$ cat config.mk
export PLATFORM = sky130hd
export DESIGN_NAME = fifo_stream_reader
export DESIGN_NICKNAME = d
export VERILOG_FILES = /design/src/rtl/fifo_reader_pkg.sv /design/src/rtl/stream_out_buf.sv /design/src/rtl/fifo_stream_reader.sv
export SDC_FILE = /design/constraint.sdc
export NUM_CORES = 1
export LEC_CHECK = 0
export CORE_AREA = 2 2 69 71
export DETAILED_ROUTE_END_ITERATION = 8
export DIE_AREA = 0 0 71 73
export HOLD_SLACK_MARGIN = 0.05
export PLACE_DENSITY_LB_ADDON = 0.1
export REMOVE_ABC_BUFFERS = 1
export SYNTH_ARGS = -nofsm -noshare
export SYNTH_HDL_FRONTEND = slang
export SYNTH_SLANG_ARGS = --single-unit
$ cat constraint.sdc
create_clock -name clk -period 5.37 [get_ports clk]
set_clock_uncertainty 0.1 [all_clocks]
set_input_delay 1.074 -clock clk [delete_from_list [all_inputs] [get_ports clk]]
set_output_delay 1.074 -clock clk [all_outputs]
set_load 0.01 [all_outputs]
$ cat src/rtl/fifo_reader_pkg.sv
// Shared types and constants for the FIFO stream reader and its output buffer.
package fifo_reader_pkg;

    // Reader operating mode.
    typedef enum logic {
        StRun   = 1'b0,
        StFlush = 1'b1
    } state_e;

    // Output buffer depth; three entries cover the read issue plus data cycles.
    localparam int unsigned BUF_DEPTH = 3;
    localparam int unsigned BUF_CNT_W = $clog2(BUF_DEPTH + 1);

    typedef logic [BUF_CNT_W-1:0] buf_cnt_t;

endpackage

$ cat src/rtl/stream_out_buf.sv
// Small FIFO-order output buffer; entry 0 is always the head so a stalled head never moves.
module stream_out_buf
    import fifo_reader_pkg::*;
#(
    parameter int unsigned WIDTH = 3
) (
    input  logic             clk,
    input  logic             rst_n,
    input  logic             push_i,
    input  logic [WIDTH-1:0] data_i,
    input  logic             pop_i,
    input  logic             clear_i,
    output buf_cnt_t         cnt_o,
    output logic [WIDTH-1:0] head_o
);

    logic [WIDTH-1:0] mem_q [BUF_DEPTH];
    logic [WIDTH-1:0] mem_d [BUF_DEPTH];
    buf_cnt_t         cnt_q;
    buf_cnt_t         cnt_d;
    buf_cnt_t         base;
    logic             pop_ok;

    assign pop_ok = pop_i && (cnt_q != '0);

    // Next-state: shift on pop, then write the pushed word just past the remaining entries.
    always_comb begin
        mem_d = mem_q;
        cnt_d = cnt_q;
        base  = cnt_q - buf_cnt_t'(pop_ok);
        if (clear_i) begin
            cnt_d = '0;
        end else begin
            if (pop_ok) begin
                for (int unsigned i = 0; i < BUF_DEPTH - 1; i++) begin
                    mem_d[i] = mem_q[i+1];
                end
            end
            if (push_i && (base < buf_cnt_t'(BUF_DEPTH))) begin
                mem_d[base] = data_i;
                cnt_d       = base + 1'b1;
            end else begin
                cnt_d = base;
            end
        end
    end

    // Storage and occupancy registers.
    always_ff @(posedge clk or negedge rst_n) begin
        if (!rst_n) begin
            for (int unsigned i = 0; i < BUF_DEPTH; i++) begin
                mem_q[i] <= '0;
            end
            cnt_q <= '0;
        end else begin
            mem_q <= mem_d;
            cnt_q <= cnt_d;
        end
    end

    assign cnt_o  = cnt_q;
    assign head_o = mem_q[0];

endmodule

$ cat src/rtl/fifo_stream_reader.sv
// Read-side master for the synchronous FIFO: turns empty/read_en/registered data into a
// valid/ready stream, with a flush mode that drains and discards the FIFO.
module fifo_stream_reader
    import fifo_reader_pkg::*;
#(
    parameter int unsigned WIDTH = 3,
    parameter int unsigned CNT_W = 16
) (
    input  logic             clk,
    input  logic             rst_n,
    input  logic             fifo_empty_i,
    input  logic [WIDTH-1:0] fifo_data_i,
    output logic             fifo_read_en_o,
    output logic             m_valid_o,
    input  logic             m_ready_i,
    output logic [WIDTH-1:0] m_data_o,
    input  logic             flush_i,
    output logic             flush_done_o,
    output logic [CNT_W-1:0] words_out_o,
    output logic [CNT_W-1:0] words_dropped_o
);

    localparam int unsigned OccW = BUF_CNT_W + 1;

    state_e           state_q;
    state_e           state_d;
    logic             inflight_q;
    logic             read_en;
    logic [CNT_W-1:0] words_out_q;
    logic [CNT_W-1:0] words_out_d;
    logic [CNT_W-1:0] dropped_q;
    logic [CNT_W-1:0] dropped_d;
    buf_cnt_t         buf_cnt;
    logic [WIDTH-1:0] buf_head;
    logic [OccW-1:0]  occupancy;
    logic             push;
    logic             pop;
    logic             flushing;

    assign flushing  = (state_q == StFlush);
    // Words already buffered plus the one in flight; a read is only issued if it has a slot.
    assign occupancy = OccW'(buf_cnt) + OccW'(inflight_q);
    assign m_valid_o = !flushing && (buf_cnt != '0);
    assign pop       = m_valid_o && m_ready_i;
    assign push      = inflight_q && !flushing;
    assign m_data_o  = buf_head;

    // Read enable is gated by reset so the FIFO sees no request while it is held in reset.
    assign fifo_read_en_o = rst_n && read_en;

    stream_out_buf #(
        .WIDTH (WIDTH)
    ) u_buf (
        .clk     (clk),
        .rst_n   (rst_n),
        .push_i  (push),
        .data_i  (fifo_data_i),
        .pop_i   (pop),
        .clear_i (flushing),
        .cnt_o   (buf_cnt),
        .head_o  (buf_head)
    );

    // Mode transitions, read issue, flush completion and counter updates.
    always_comb begin
        state_d      = state_q;
        read_en      = 1'b0;
        flush_done_o = 1'b0;
        words_out_d  = words_out_q + CNT_W'(pop);
        dropped_d    = dropped_q;
        case (state_q)
            StRun: begin
                read_en = !fifo_empty_i && (occupancy < OccW'(BUF_DEPTH));
                if (flush_i) begin
                    state_d = StFlush;
                end
            end
            StFlush: begin
                read_en = !fifo_empty_i;
                // Buffered words are cleared on the first flush cycle; in-flight words each cycle.
                dropped_d = dropped_q + CNT_W'(buf_cnt) + CNT_W'(inflight_q);
                if (fifo_empty_i && !inflight_q) begin
                    flush_done_o = 1'b1;
                    state_d      = StRun;
                end
            end
            default: begin
                state_d = StRun;
            end
        endcase
    end

    // Mode, in-flight tracking and counters.
    always_ff @(posedge clk or negedge rst_n) begin
        if (!rst_n) begin
            state_q     <= StRun;
            inflight_q  <= 1'b0;
            words_out_q <= '0;
            dropped_q   <= '0;
        end else begin
            state_q     <= state_d;
            inflight_q  <= fifo_read_en_o;
            words_out_q <= words_out_d;
            dropped_q   <= dropped_d;
        end
    end

    assign words_out_o     = words_out_q;
    assign words_dropped_o = dropped_q;

endmodule

# --- Yosys cells after proc, flatten, opt, wreduce, memory -nomap -nowiden ---
# Cells that the tools add are included.
totals:
  register_bits: 45
  latch_bits: 0
  ram_bits: 0
  romBits: 0
  input_bits: 8
  output_inout_bits: 38
  elab_cells: 48
  mem_count: 0
op_classes:
  add_sub_neg: 6
  n_mul: 0
  div_mod_pow: 0
  n_lt_le_gt_ge: 4
  n_eq_ne: 0
  shift: 0
  muxes: 14
  bitwise_logic: 2
  n_reduce_logical: 14
op_table:
  columns: ["operator", "count"]
  rows:
  - ["16-bit by 1-bit adder with 16-bit output", 2]
  - ["16-bit by 2-bit adder with 16-bit output", 1]
  - ["6-bit 2-to-1 mux", 2]
  - ["9-bit bitwise mux", 1]
  - ["1-bit logical AND", 9]
  - ["9-bit 2-to-1 mux", 1]
  - ["3-bit demux with 2-bit select", 1]
  - ["1-bit 2-to-1 mux", 4]
  - ["2-bit 2-to-1 mux", 2]
  - ["1-bit case mux with 2 select lines", 2]
  - ["2-bit by 1-bit adder with 3-bit output", 1]
  - ["3-bit greater-or-equal comparator, second input constant", 1]
  - ["1-bit zero test", 3]
  - ["3-bit by 1-bit < comparator with 1-bit output, second input constant", 1]
  - ["3-bit by 2-bit < comparator with 1-bit output, second input constant", 1]
  - ["3-bit 2-to-1 mux", 1]
  - ["2-bit NOT with 3-bit output", 1]
  - ["2-bit by 1-bit adder with 2-bit output, second input constant", 1]
  - ["2-bit < comparator, second input constant", 1]
  - ["2-bit AND reduction", 1]
  - ["2-bit nonzero test", 1]
  - ["2-bit by 1-bit subtractor with 2-bit output", 1]
  - ["1-bit NOT", 1]

# --- Logic depth before layout (Yosys ltp) ---
logic_depth:
  depth_word: 12
  depth_mapped: 9

# --- Cells and area by module ---
# A second synthesis with hierarchy kept.
unflattened:
  cells_unflattened: 192
  area_unflattened_um2: 2197.1
by_module_without_submodules:
  columns: ["mod", "instances", "cells_each", "area_per_inst_um2"]
  rows:
  - ["fifo_stream_reader", 1, 134, 1534.0]
  - ["stream_out_buf", 1, 58, 663.1]

# --- Worst setup path after synthesis ---
# No wires, ideal clock.
synth_path:
  kind: "input-to-output"
  from: "input fifo_empty_i"
  to: "output fifo_read_en_o"
  arrival_time_ns: 1.436
  required_ns: 4.196
  slack_ns: 2.760
  path_stages: 1
  path_cell_list: "nor3b_1"
synth_between:
  elab_chain_cells: 4
synth_rtl:
  columns: ["element", "line_no", "text"]
  rows:
  - ["from (decl)", "fifo_stream_reader.sv:11", "input logic fifo_empty_i,"]
  - ["1-bit zero test *", "fifo_stream_reader.sv:73, fifo_stream_reader.sv:79", null]
  - ["1-bit logical AND", "fifo_stream_reader.sv:73", "read_en = !fifo_empty_i && (occupancy < OccW'(BUF_DEPTH));"]
  - ["1-bit case mux with 2 select lines *", "fifo_stream_reader.sv:71", "case (state_q)"]
  - ["1-bit logical AND *", "fifo_stream_reader.sv:49", "assign fifo_read_en_o = rst_n && read_en;"]
  - ["to (decl)", "fifo_stream_reader.sv:13", "output logic fifo_read_en_o,"]
# Mark *: on every way between the ends. The rest lies on a longest branch, timed or not.

# --- Worst setup path in the final report ---
layout_path:
  from: "register u_buf.cnt_q[0], in the netlist u_buf.cnt_o[0]"
  to: "output fifo_read_en_o"
layout_between:
  elab_chain_cells: 5
layout_rtl:
  columns: ["element", "line_no", "text"]
  rows:
  - ["from (decl)", "stream_out_buf.sv:19", "buf_cnt_t cnt_q;"]
  - ["from (signal assigned)", "stream_out_buf.sv:57", "cnt_q <= cnt_d;"]
  - ["2-bit by 1-bit adder with 3-bit output", "fifo_stream_reader.sv:42", "assign occupancy = OccW'(buf_cnt) + OccW'(inflight_q);"]
  - ["3-bit by 2-bit < comparator with 1-bit output", "fifo_stream_reader.sv:73", null]
  - ["1-bit logical AND", "fifo_stream_reader.sv:73", null]
  - ["1-bit case mux with 2 select lines", "fifo_stream_reader.sv:71", null]
  - ["1-bit logical AND", "fifo_stream_reader.sv:49", null]
# No other way between the ends.

==> flow_summary_export.csv <==
group,metric,value,unit
finish,syn2layout_area_growth,24.9,%
route,drt_wl_total,3.96,mm
clock_tree,post_cts_buffers,0,
worst_setup_path,timing.rr.end,"words_out_o[12]$_DFF_PN0_",
floorplanning,rows,25,
finish,drive_gt1_frac,0.105,
yosys,ys_warn_count,0,
floorplanning,die-area,5180,um2
worst_setup_path,critPathArrivalTime,2340,ps
status,outcome,"complete, no violations",
grt,grt_max_degree,46,
worst_setup_path,regToRegStartpoint,"flushing$_DFF_PN0_",
clock_tree,numCtsBuffers,5,
worst_setup_path,worstSetupStartpoint,"u_buf.cnt_o[0]$_DFF_PN0_",
grt,overflow,0,
clock_tree,cts_max_path_buffers,2,
finish,fillers,354,
floorplanning,core-area,4540,um2
placed_design,dp.cells,285,
clock_tree,cts.sinks,45,
clock_tree,cts_tree,"done",
sta,post-route-min-period,3510,ps
yosys,synthXorXnorAreaFrac,0.115,
yosys,synthMuxAreaShare,0.0384,
sta,finalSetupTns,0,ps
yosys,yosys.area_share.simple,0.212,
sta,max_slew_margin,0.624,
worst_setup_path,worstPathMaxFanout,11,
worst_setup_path,setup.worst_path.class,"flip-flop to output pin",
floorplanning,ios,46,
flow_run,drv_cap,0,
yosys,synth_top_family_by_area,"simple AND/OR/NAND/NOR gates",
yosys,synthAdderAreaFrac,0.0463,
route,firstDrtPassIters,4,
route,wl_per_cell,13.5,um
worst_setup_path,critPathRequiredTime,4200,ps
worst_setup_path,path_cells,"ha_1 > ha_1 > a21oi_1 > nor2_1 > nor3b_1 > clkdlybuf4s50_1",
worst_setup_path,ff2ff_setup_slack,2930,ps
clock_tree,postCtsHoldBufs,0,
worst_setup_path,crit_end,"fifo_read_en_o",
sta,rsz0062_at_grt,"no",
route,drt-vias-per-instance,5.18,
min_path,min_path_type,"flip-flop to flip-flop",
placed_design,dpl-instance-area,2690,um2
worst_setup_path,worstSetupEndpointType,"output pin",
pwr,power_leakage,1.28,nW
finish,layout.cells.non_filler,293,
finish,nNetsFinal,253,
grt,grt_pass1_wl,6.73,mm
route,drtIter0Drc,53,
yosys,synth_compound_area_frac,0.0474,
sta,holdWs,369,ps
worst_setup_path,cp_slowest_cell,"clkdlybuf4s50_1",
yosys,synth_seq_cells,45,
placed_design,dp_hpwl,2.86,mm
clock_tree,clock_latency,300,ps
clock_tree,cts_root_buf,"clkbuf_8",
sta,tightest_slew,564,ps
floorplanning,start_util,0.489,
placed_design,port_buffers,45,
sta,maxSlewViolCount,0,
finish,diodes,0,
sta,finalSetupViolations,0,
route,drc,0,
yosys,ys_types,38,
pwr,ir_drop,0.181,mV
yosys,syn_avg_cell_area,11.5,um2
sta,hold_viol,0,
clock_tree,cts-resized-gates,0,
worst_setup_path,critPathMaxStageDelay,580,ps
worst_setup_path,ff2ff_path_depth,8,
sta,fmax,285,MHz
yosys,synthesis.instances,192,
grt,grt.total_usage,0.170,
clock_tree,cts.clk_slew.worst_paths,90,ps
worst_setup_path,cp_common_cell,"ha_1",
placed_design,place_congestion,0.791,
floorplanning,die_h,73,um
sta,fin_crit_sh,0.654,
clock_tree,cts_max_level,2,
floorplanning,dieWidth,71,um
yosys,seq_area_frac_synth,0.508,
finish,final_cell_area,2770,um2
route,ant_nets,0,
grt,grt_pass1_vias,1443,
grt,antenna_found_initial,0,
pwr,power_density,310,nW/um2
yosys,synthesis.area,2220,um2
worst_setup_path,start_kind,"flip-flop",
pwr,total_power,0.857,mW
route,via_count,1519,
[synth_stat cells, drive strengths merged]
library cell / n / area [um2]
and4: 1 / 11.3
nor3: 4 / 25.0
or3b: 1 / 8.76
xor2: 11 / 96.3
a31oi: 1 / 6.26
buf: 7 / 51.3
inv: 6 / 22.5
nand4: 3 / 18.8
o221a: 3 / 33.8
o21ai: 3 / 15.0
nand3: 12 / 85.1
nor2: 14 / 52.6
mux2i: 4 / 40.0
a21oi: 8 / 40.0
nand2b: 5 / 31.3
fa: 2 / 40.0
xnor2: 18 / 158
and3: 7 / 48.8
nor4: 4 / 61.3
nor2b: 3 / 18.8
ha: 5 / 62.6
dfrtp: 45 / 1130
nor3b: 3 / 27.5
nand2: 16 / 60.1
o21ba: 1 / 10.0
nand3b: 1 / 20.0
mux2: 4 / 45.0
[sequential cells by signal, indices dropped and copies added, names as in the netlist, named ones only]
name             flops
u_buf.head_o         3
u_buf.mem_q          3
words_dropped_o     16
inflight_q           1
words_out_o         16
u_buf.cnt_o          2
flushing             1
[critical path: cells and delay by family, from the launching register on]
kind / cells / cell delay [ps]
buffers and inverters: 1 / 580
AND/OR/NAND/NOR: 2 / 290
adder cells (fa/ha/maj): 2 / 510
AO/OA/AOI/OAI: 1 / 140
flip-flops: 1 / 510
[area by class of cell]
| cell class | instances | area [um2] | area share |
|---|---|---|---|
| multi-input cells | 134 | 1020 | 0.367 |
| repair buffers | 46 | 453 | 0.164 |
| clock inverters | 2 | 10.0 | 0.00362 |
| clock buffers | 6 | 72.6 | 0.0262 |
| inverters | 6 | 22.5 | 0.00814 |
| flip-flops and latches | 45 | 1130 | 0.407 |
| well taps | 54 | 67.6 | 0.0244 |
[worst min path at each step]
stage	startpoint	endpoint	slack (ps)	cells after the start
floorplan	flip-flop	flip-flop	360	1
global placement	words_out_o[15]$_DFF_PN0_	words_out_o[15]$_DFF_PN0_	360	1
detailed placement	words_out_o[15]$_DFF_PN0_	words_out_o[15]$_DFF_PN0_	360	1
CTS	words_out_o[15]$_DFF_PN0_	words_out_o[15]$_DFF_PN0_	370	1
global route	words_out_o[15]$_DFF_PN0_	words_out_o[15]$_DFF_PN0_	380	1
finish	words_dropped_o[15]$_DFFE_PN0P_	words_dropped_o[15]$_DFFE_PN0P_	370	1
[placed cells by master, fill, tap and decap left out, types with 4 or more instances in the layout]
cell type,count
ha_1,5
dfrtp_1,45
and3_1,6
xor2_1,11
mux2i_1,4
clkdlybuf4s50_1,44
nand2_1,16
inv_1,6
xnor2_1,18
nor2_1,14
nand3_1,10
clkbuf_8,5
a21oi_1,8
nand2b_1,5
[routing by layer]
| layer | part of all wire | global-route usage | vias up |
|---|---|---|---|
| met1 | 0.44 | 0.211 | 731 |
| met3 | 0.053 | 0.0566 | 6 |
| met2 | 0.48 | 0.274 | 36 |
| met5 | 0 | 0 | - |
| met4 | 0.017 | 0.0692 | 0 |
| li1 | - | - | 746 |
[report_power, final]
group          leakage [nW]  total [mW]  internal, mW  switching (mW)
clock                0.0450       0.206        0.0903           0.115
combinational         0.638       0.206         0.122          0.0839
sequential            0.593       0.445         0.389          0.0557
[through the flow]
stage          setup WS (ps)  utilization
2_1_floorplan           2710            -
3_3_place_gp            1890        0.592
3_5_place_dp            1860        0.592
4_1_cts                 1830        0.610
5_1_grt                 1670        0.610
6_report                1860        0.610
[kinds of logic (layout without fill, tap and decap cells)]
logic type      count (synthesis)  in the layout
flops                          45             45
fa+ha+maj                       7              7
xor+xnor                       29             29
simple gates                   74             74
buf+inv                        13             60
mux                             8              8
compound gates                 16             16
Note: power is estimated with default switching activity, not from simulation.
